--- src/rtl/bar_height_scheduler_if.sv ---
// ---------------------------------------------------------------------------
// bar_height_scheduler_if
// Valid/ready handshake that carries per-band magnitude samples from the
// spectrum front end into the bar-height scheduler.
//   mag_valid  source -> sink   sample valid
//   mag_ready  sink   -> source scheduler can accept a sample
//   mag_band   source -> sink   band index of the sample
//   mag_value  source -> sink   unsigned magnitude
// ---------------------------------------------------------------------------
interface bar_height_scheduler_if #(
    parameter int MAG_W = 16
) ();
    logic             mag_valid;
    logic             mag_ready;
    logic [3:0]       mag_band;
    logic [MAG_W-1:0] mag_value;

    modport master (output mag_valid, output mag_band, output mag_value, input  mag_ready);
    modport slave  (input  mag_valid, input  mag_band, input  mag_value, output mag_ready);
endinterface

--- src/rtl/bar_height_scheduler.sv ---
// ---------------------------------------------------------------------------
// bar_height_scheduler
// Collects the per-band maximum magnitude over a video frame, then on each
// frame_tick walks the bars once (one bar per cycle) applying attack/decay
// ballistics and peak-hold markers, and publishes the resulting heights.
//   Clk           system clock
//   Reset         synchronous, active-high reset
//   frame_tick    one-cycle pulse at start of vertical blanking
//   mag           sample handshake (slave side)
//   bar_heights   bar i height in bits [10i+9:10i]
//   peak_heights  peak-marker height per bar, same packing
//   busy          update pass in progress
//   frame_done    one-cycle pulse after the last bar is updated
//   overrun       sticky: frame_tick arrived while a pass was running
// ---------------------------------------------------------------------------
module bar_height_scheduler #(
    parameter int NUM_BARS    = 10,
    parameter int MAG_W       = 16,
    parameter int SCALE_SHIFT = 6,
    parameter int MAX_H       = 420,
    parameter int DECAY       = 4,
    parameter int HOLD_FRAMES = 30
) (
    input  logic                     Clk,
    input  logic                     Reset,
    input  logic                     frame_tick,
    bar_height_scheduler_if.slave    mag,
    output logic [NUM_BARS*10-1:0]   bar_heights,
    output logic [NUM_BARS*10-1:0]   peak_heights,
    output logic                     busy,
    output logic                     frame_done,
    output logic                     overrun
);
    localparam int         HOLD_W   = $clog2(HOLD_FRAMES + 1);
    localparam logic [3:0] LAST_IDX = 4'(NUM_BARS - 1);

    typedef enum logic [1:0] {
        S_IDLE,
        S_UPDATE,
        S_DONE
    } state_t;

    state_t              r_state;
    state_t              w_next_state;
    logic [3:0]          r_idx;
    logic                r_overrun;
    logic [MAG_W-1:0]    r_pending [NUM_BARS];
    logic [9:0]          r_height  [NUM_BARS];
    logic [9:0]          r_peak    [NUM_BARS];
    logic [HOLD_W-1:0]   r_hold    [NUM_BARS];

    logic                w_mag_ready;
    logic                w_busy;
    logic                w_frame_done;
    logic [MAG_W-1:0]    w_scaled;
    logic [9:0]          w_target;
    logic [9:0]          w_cur_h;
    logic [9:0]          w_cur_p;
    logic [HOLD_W-1:0]   w_cur_hold;
    logic [9:0]          w_new_h;
    logic [9:0]          w_new_p;
    logic [HOLD_W-1:0]   w_new_hold;

    // ---------------- FSM ----------------
    // NOTE: sequential state uses non-blocking (<=) so every register samples
    // pre-edge values; blocking here would create order-dependent races.
    always_ff @(posedge Clk) begin
        if (Reset) r_state <= S_IDLE;
        else       r_state <= w_next_state;
    end

    // NOTE: every output of this block gets a default first, so no path
    // leaves a signal unassigned and no latch is inferred.
    always_comb begin
        w_next_state = r_state;
        w_mag_ready  = 1'b0;
        w_busy       = 1'b0;
        w_frame_done = 1'b0;
        case (r_state)
            S_IDLE: begin
                w_mag_ready = 1'b1;
                if (frame_tick) w_next_state = S_UPDATE;
            end
            S_UPDATE: begin
                w_busy = 1'b1;
                if (r_idx == LAST_IDX) w_next_state = S_DONE;
            end
            S_DONE: begin
                w_frame_done = 1'b1;
                w_next_state = S_IDLE;
            end
            default: w_next_state = S_IDLE;
        endcase
    end

    assign mag.mag_ready = w_mag_ready;
    assign busy          = w_busy;
    assign frame_done    = w_frame_done;
    assign overrun       = r_overrun;

    // ---------------- per-bar ballistics for bar r_idx ----------------
    always_comb begin
        w_cur_h    = r_height[r_idx];
        w_cur_p    = r_peak[r_idx];
        w_cur_hold = r_hold[r_idx];
        // Clamp at full magnitude width so large samples cannot wrap into
        // a small 10-bit height.
        w_scaled   = r_pending[r_idx] >> SCALE_SHIFT;
        w_target   = (w_scaled > MAG_W'(MAX_H)) ? 10'(MAX_H) : 10'(w_scaled);

        if (w_target >= w_cur_h)
            w_new_h = w_target;
        else if ({1'b0, w_cur_h} >= ({1'b0, w_target} + 11'(DECAY)))
            w_new_h = w_cur_h - 10'(DECAY);
        else
            w_new_h = w_target;   // decay step would cross the target (or zero)

        w_new_p    = w_cur_p;
        w_new_hold = w_cur_hold;
        if (w_new_h >= w_cur_p) begin
            w_new_p    = w_new_h;
            w_new_hold = HOLD_W'(HOLD_FRAMES);
        end else if (w_cur_hold != '0) begin
            w_new_hold = w_cur_hold - 1'b1;
        end else begin
            // peak > new height here, so peak >= 1 and cannot underflow
            w_new_p = ((w_cur_p - 10'd1) > w_new_h) ? (w_cur_p - 10'd1) : w_new_h;
        end
    end

    // ---------------- datapath registers ----------------
    always_ff @(posedge Clk) begin
        if (Reset) begin
            r_idx     <= '0;
            r_overrun <= 1'b0;
            // NOTE: these arrays are explicitly reset because both the
            // displayed heights and the ballistics history must start at zero;
            // they are small register banks, not RAM macros.
            for (int b = 0; b < NUM_BARS; b++) begin
                r_pending[b] <= '0;
                r_height[b]  <= '0;
                r_peak[b]    <= '0;
                r_hold[b]    <= '0;
            end
        end else begin
            if (frame_tick && (r_state != S_IDLE)) r_overrun <= 1'b1;

            case (r_state)
                S_IDLE: begin
                    r_idx <= '0;
                    // Out-of-range bands are accepted but dropped.
                    if (mag.mag_valid && w_mag_ready && (int'(mag.mag_band) < NUM_BARS)) begin
                        if (mag.mag_value > r_pending[mag.mag_band])
                            r_pending[mag.mag_band] <= mag.mag_value;
                    end
                end
                S_UPDATE: begin
                    r_height[r_idx]  <= w_new_h;
                    r_peak[r_idx]    <= w_new_p;
                    r_hold[r_idx]    <= w_new_hold;
                    r_pending[r_idx] <= '0;
                    r_idx            <= r_idx + 4'd1;
                end
                default: r_idx <= '0;
            endcase
        end
    end

    always_comb begin
        for (int b = 0; b < NUM_BARS; b++) begin
            bar_heights[b*10 +: 10]  = r_height[b];
            peak_heights[b*10 +: 10] = r_peak[b];
        end
    end
endmodule
--- src/flat_wrapper.sv ---
// flat-port wrapper written by rule: the top's interface ports become plain ports
module bar_height_scheduler_flat 
#(
    parameter int NUM_BARS    = 10,
    parameter int MAG_W       = 16,
    parameter int SCALE_SHIFT = 6,
    parameter int MAX_H       = 420,
    parameter int DECAY       = 4,
    parameter int HOLD_FRAMES = 30
)
  (Clk, Reset, frame_tick, bar_heights, peak_heights, busy, frame_done, overrun, mag_mag_valid, mag_mag_band, mag_mag_value, mag_mag_ready);
  bar_height_scheduler_if #(.MAG_W(MAG_W)) mag_i ();
  input  logic Clk;
  input  logic Reset;
  input  logic frame_tick;
  output logic [NUM_BARS*10-1:0] bar_heights;
  output logic [NUM_BARS*10-1:0] peak_heights;
  output logic busy;
  output logic frame_done;
  output logic overrun;
  input wire logic [$bits(mag_i.mag_valid)-1:0] mag_mag_valid;
  input wire logic [$bits(mag_i.mag_band)-1:0] mag_mag_band;
  input wire logic [$bits(mag_i.mag_value)-1:0] mag_mag_value;
  output wire logic [$bits(mag_i.mag_ready)-1:0] mag_mag_ready;
  assign mag_i.mag_valid = mag_mag_valid;
  assign mag_i.mag_band = mag_mag_band;
  assign mag_i.mag_value = mag_mag_value;
  assign mag_mag_ready = mag_i.mag_ready;
  bar_height_scheduler #(.NUM_BARS(NUM_BARS), .MAG_W(MAG_W), .SCALE_SHIFT(SCALE_SHIFT), .MAX_H(MAX_H), .DECAY(DECAY), .HOLD_FRAMES(HOLD_FRAMES)) u_core (.Clk(Clk), .Reset(Reset), .frame_tick(frame_tick), .mag(mag_i), .bar_heights(bar_heights), .peak_heights(peak_heights), .busy(busy), .frame_done(frame_done), .overrun(overrun));
endmodule
--- config.mk ---
export PLATFORM = sky130hd
export DESIGN_NAME = bar_height_scheduler_flat
export DESIGN_NICKNAME = d
export VERILOG_FILES = /design/src/rtl/bar_height_scheduler_if.sv /design/src/rtl/bar_height_scheduler.sv /design/src/flat_wrapper.sv
export SDC_FILE = /design/constraint.sdc
export NUM_CORES = 1
export LEC_CHECK = 0
export ABC_AREA = 1
export CELL_PAD_IN_SITES_DETAIL_PLACEMENT = 1
export CELL_PAD_IN_SITES_GLOBAL_PLACEMENT = 1
export CORE_ASPECT_RATIO = 0.9
export CORE_MARGIN = 2
export CORE_UTILIZATION = 50
export CTS_BUF_LIST = sky130_fd_sc_hd__clkbuf_16
export DETAILED_ROUTE_END_ITERATION = 10
export GPL_TIMING_DRIVEN = 1
export PLACE_DENSITY_LB_ADDON = 0.1
export SYNTH_ARGS = -nofsm -noshare
export SYNTH_HDL_FRONTEND = slang
export SYNTH_SLANG_ARGS = --single-unit
--- constraint.sdc ---
create_clock -name Clk -period 7.7 [get_ports Clk]
set_input_delay 0.77 -clock Clk [delete_from_list [all_inputs] [get_ports Clk]]
set_output_delay 0.77 -clock Clk [all_outputs]
set_load 0.02 [all_outputs]
* After elaboration in Yosys (flattened, before gate mapping)
Memory sizes are Yosys's and may differ from the RTL's. A register that Yosys moved wholly into a read port is not among the register bits.
Cells that the tools add are included.
** Storage, ports and cells
- Bits in registers :: 7
- Bits in writable memories :: 410
- Input bits :: 24
- Word-level logic and storage cells :: 80
- Memories :: 4
** Cells by class
- Add/subtract/negate cells :: 5
- Magnitude comparators :: 7
- Equal/unequal tests :: 5
- Muxes and demuxes :: 42
- Bitwise operators :: 1
- Reduce and logical (&&, ||, !) cells :: 13
** Memory list
- u_core.r_pending :: words 10, bits a word 16, rd ports 2, clocked after memory_dff 1, write ports 10, RTL line bar_height_scheduler.sv:47 : logic [MAG_W-1:0] r_pending [NUM_BARS];
- u_core.r_height :: words 10, bits a word 10, rd ports 11, clocked after memory_dff 1, write ports 10, RTL line bar_height_scheduler.sv:48 : logic [9:0] r_height [NUM_BARS];
- u_core.r_peak :: words 10, bits a word 10, rd ports 11, clocked after memory_dff 1, write ports 10, RTL line bar_height_scheduler.sv:49 : logic [9:0] r_peak [NUM_BARS];
- u_core.r_hold :: words 10, bits a word 5, rd ports 1, clocked after memory_dff 1, write ports 10, RTL line bar_height_scheduler.sv:50 : logic [HOLD_W-1:0] r_hold [NUM_BARS];
** Operators by type and width (count)
- $mux 10 :: 8
- $mux 4 :: 9
- $mux 16 :: 2
- $reduce_or 16->1 :: 2
- $ge 10x10->1 :: 2
- $reduce_or 10->1 :: 2
- $mux 1 :: 17
- $gt 16x16->1 :: 1
- $mux 5 :: 3
- $add 10x3->11 const B :: 1
- $ge 10x11->1 :: 1
- $gt 10x10->1 :: 1
- $gt 10x9->1 const B :: 1
- $sub 10x1->10 const B :: 1
- $sub 10x3->10 const B :: 1
- $reduce_bool 5->1 :: 1
- $reduce_or 5->1 :: 1
- $sub 5x1->5 const B :: 1
- $add 4x1->4 const B :: 1
- $eq 4x4->1 const B :: 1
- $lt 4x4->1 const B :: 1
- $mux 2 :: 2
- $pmux 2 s2 :: 1
- $logic_and 1x1->1 :: 3
- other kinds (9) :: 9

* Longest topological paths before layout
- Depth in word-level cells :: 11
- Gate-level depth with buffers :: 46

* Least setup slack after synthesis
No wires, ideal clock.
- Path type :: register to register
- From :: register u_core.r_idx[0]
- To :: memory u_core.r_hold[10][4] in the netlist's numbering (data pin)
- Setup time :: 279 ps
- Data arrival time :: 5055 ps
- Required time :: 7421 ps
- Path slack :: 2365 ps
- Cell stages (with the launch flop) :: 40
- Clock period less this slack :: 5335 ps
- Cells stage by stage :: dfxtp_1 > buf_6 > buf_6 > buf_6 > buf_6 > nand2_1 > o211ai_1 > nand3_1 > a31oi_1 > nand2_1 > nor3_2 > nand4_1 > nand2_2 > nand2_1 > ha_1 > nand2_1 > nor2_1 > xor2_1 > [4 not listed] > nand4_1 > nand2_1 > clkinv_1 > o21a_4 > ha_1 > o21ai_0 > nand2_1 > a21oi_1 > nand2_1 > nand4_1 > nand2_1 > nand2_1 > nand2_2 > inv_2 > buf_4 > o21ai_0 > nand2_1 > inv_1
** RTL lines
- from (decl) :: RTL line bar_height_scheduler.sv:45 : logic [3:0] r_idx;
- from (signal assigned) :: RTL line bar_height_scheduler.sv:162 : r_idx <= r_idx + 4'd1;
- to (decl) :: RTL line bar_height_scheduler.sv:50

==> flow_metrics.py <==
metrics = {
    "power_and_ir_drop": {
        "comb_power_share_pct": 13.3,
        "powerDensity_nw_per_um2": 229.0,
        "p_int_w": 0.006261,
        "clkPwrFrac_pct": 38.6,
        "p_sw_share_pct": 27.13,
        "finalPower_w": 0.008592,
        "p_sw_w": 0.002331,
        "leakage_nw": 13.79,
        "pwr-share-seq_pct": 48.1,
        "peakVddDrop_uv": 251.7,
    },
    "yosys": {
        "yosysSeqAreaShare_pct": 61.77,
        "synth_ff_type": "edfxtp_1",
        "ys_ff_latch": 663,
        "ys_warn_count": 0,
        "synth_edf_count": 656,
        "synth_fp_nets": 3263,
        "async_flop_share_pct": 0,
        "synth.distinct_cells": 56,
        "netlist_area_sq_um": 32120,
        "synthCells": 3178,
        "avgSynthCellArea_sq_um": 10.11,
    },
    "worst_setup_path": {
        "slowest_stage": "buf_4",
        "end_kind": "register",
        "critPathKind": "register to register",
        "worstPathRequired_ns": 8.02,
        "critPathArrivalTime_ns": 7.43,
        "reg2reg_from": "u_core.r_idx[1]",
        "r2r_end": "u_core.r_peak[9][2]",
        "ff2ff_setup_slack_ns": 0.59,
        "reg2reg_depth": 31,
        "path_common_cell": "nand2_1",
        "start_kind": "register",
        "cp_max_fo": 55,
        "slowest_delay_ns": 0.64,
    },
    "detailed_routing": {
        "drc": 0,
        "wl_per_cell_microns": 28.69,
        "drtIter0Drc": 3427,
        "route.detailed.vias_per_inst": 6.268,
        "wl_mm": 122.9,
        "drt_pre_antenna_iters": 6,
        "postRouteAntennaNets": 0,
        "vias": 26860,
    },
    "placed_design": {
        "numPortBuffers": 227,
        "place_inst": 4159,
        "dpl.hpwl_mm": 78.04,
        "place.gp.congestion": 0.9148,
    },
    "sta": {
        "slew_viol_final": 0,
        "finalHoldViolCount": 0,
        "post-route-period-util_pct": 92.27,
        "relSlewSlack_pct": 30.68,
        "fin_tns_setup_ns": 0,
        "period_minus_slack_ns": 7.105,
        "setup-violations-final": 0,
        "skew_ns": 0.01814,
        "rsz0062_at_grt": "no",
        "fmax_mhz": 140.7,
        "worst_pin_slew_ns": 1.039,
    },
    "global_route": {
        "grt_remaining_overflow": 0,
        "grt_use_total_pct": 36.82,
        "antenna_found_initial": 1,
        "grt_pass1_vias": 27180,
        "grt_max_degree": 123,
        "grt_pass1_wl_mm": 179.3,
    },
    "layout": {
        "n_antenna_cell": 0,
        "layout.nets": 3463,
        "drive_gt1_share_pct": 9.094,
        "final_cell_mix": "748 x nor2_1, 656 x edfxtp_1, 354 x nand2_1",
        "fin_cells": 4286,
        "area_delta_synth_final_pct": 16.83,
        "final_util_pct": 58.76,
        "final_common_cell": "nor2_1",
    },
    "job": {
        "maxCapViolCount": 0,
    },
    "clock_tree": {
        "cts_inserted_buffers": 71,
        "cts_htree_levels": 3,
        "cts_sinks": 663,
        "cts_tree": "yes",
        "clk_latency_ns": 0.63,
        "cts.clk_slew.worst_paths_ns": 0.06,
        "clockBufferDepth": 3,
        "clockRootBuffer": "clkbuf_16",
    },
    "floorplanning": {
        "die_height_microns": 244.5,
        "io_pins": 228,
        "std_cell_rows": 88,
        "design.die.area_sq_um": 66290,
        "coreArea_sq_um": 63860,
        "initial_core_util_pct": 50.30,
        "fp.dieW_microns": 271.2,
    },
    "min_path": {
        "hold_path.class": "register to register",
        "hold_path_end": "u_core.overrun",
        "hold_start": "u_core.overrun",
        "holdPathStages": 2,
    },
    "status": {
        "run_status": "finished, final reports clean",
    },
}
## power groups by stage
stage | clock network (W) | logic [W] | registers, W
2_1_floorplan | 0 | 0.000623 | 0.00424
3_3_place_gp | 0 | 0.00107 | 0.00420
3_5_place_dp | 0 | 0.00111 | 0.00420
4_1_cts | 0.00333 | 0.00112 | 0.00413
5_1_grt | 0.00344 | 0.00124 | 0.00414
6_report | 0.00331 | 0.00115 | 0.00413
## through the flow
stage	setup slack, ns	instance area (sq um)	hold slack, ns
detailed placement	0.6221	35290	0.4785
finish	0.5949	37530	0.4852
global route	0.03163	37530	0.5095
floorplan	2.365	32120	0.5203
global placement	0.7663	35290	0.4419
CTS	0.5761	37480	0.4953
## synthesized netlist by cell type, drive strengths merged, types with 21 or more instances
cell    number  share of area, %
o221ai      42               1.1
o211ai      40              0.95
buf         85               1.9
nand2      367               4.4
nand3       93               1.7
ha          61               2.4
o22ai       73               1.4
a31oi       21              0.49
o21ai      414               6.5
inv        220               2.6
clkbuf     110               1.3
edfxtp     656                61
a21oi      101               1.6
nor2       784               9.4
## final cells by class
class / count / area, sq um
repair buffers: 322 / 3077
flip-flops and latches: 663 / 19850
fillers: 6984 / 26340
clock buffers: 75 / 1877
multi-input cells: 2091 / 10450
inverters: 229 / 888.4
clock inverters: 51 / 311.5
well taps: 855 / 1070
## logic make-up after synthesis
kind of cell	Yosys count	share of synthesized area [%]
XOR/XNOR	20	0.5453
adder cells (fa/ha/maj)	61	2.376
flip-flops	663	61.77
other	2	0.02338
AND/OR/NAND/NOR	1276	16.17
buffers and inverters	424	5.898
AO/OA/AOI/OAI	732	13.23
## routing by layer
metal / vias to the layer above / part of all wire, % / GRT usage (%)
met5: - / 0 / 0
met4: 0 / 3.2 / 12.57
met3: 270 / 11 / 9.937
met2: 1588 / 44 / 55.22
met1: 13520 / 41 / 51.90
li1: 11490 / - / -
## worst max-delay path by stage
stage,startpoint,slack (ns),endpoint,depth (start not counted)
global route,u_core.r_idx[0],0.03,u_core.r_peak[9][2],41
finish,u_core.r_idx[1],0.59,u_core.r_peak[9][2],31
detailed placement,u_core.r_idx[1],0.62,u_core.r_peak[9][2],36
floorplan,u_core.r_idx[0],2.37,u_core.r_hold[10][4],39
CTS,u_core.r_idx[1],0.58,u_core.r_peak[9][2],36
global placement,u_core.r_idx[1],0.77,u_core.r_peak[12][2],40
## registers in the layout, summed over array words and instances (netlist names)
| name | cells |
|---|---|
| u_core.r_state | 2 |
| u_core.r_height | 160 |
| u_core.r_hold | 80 |
| u_core.r_pending | 256 |
| u_core.overrun | 1 |
| u_core.r_idx | 4 |
| u_core.r_peak | 160 |
## critical path: cells and delay by family (launching register included)
kind / cells / cell delay (ns)
AOI/OAI and AO/OA: 10 / 2.07
adders and majority gates: 2 / 0.70
buffers and inverters: 5 / 1.78
DFF: 1 / 0.56
and+or+nand+nor: 14 / 1.59
## what timing repair did
| item | in CTS | in global routing |
|---|---|---|
| resized for setup | 0 | 11 |
| endpoints found under the hold margin | 0 | 0 |
| endpoints found under the setup margin | 0 | 102 |
| buffers inserted | 0 | 1 |
| hold buffers | 0 | 0 |
Power figures use the tool's default switching activity.
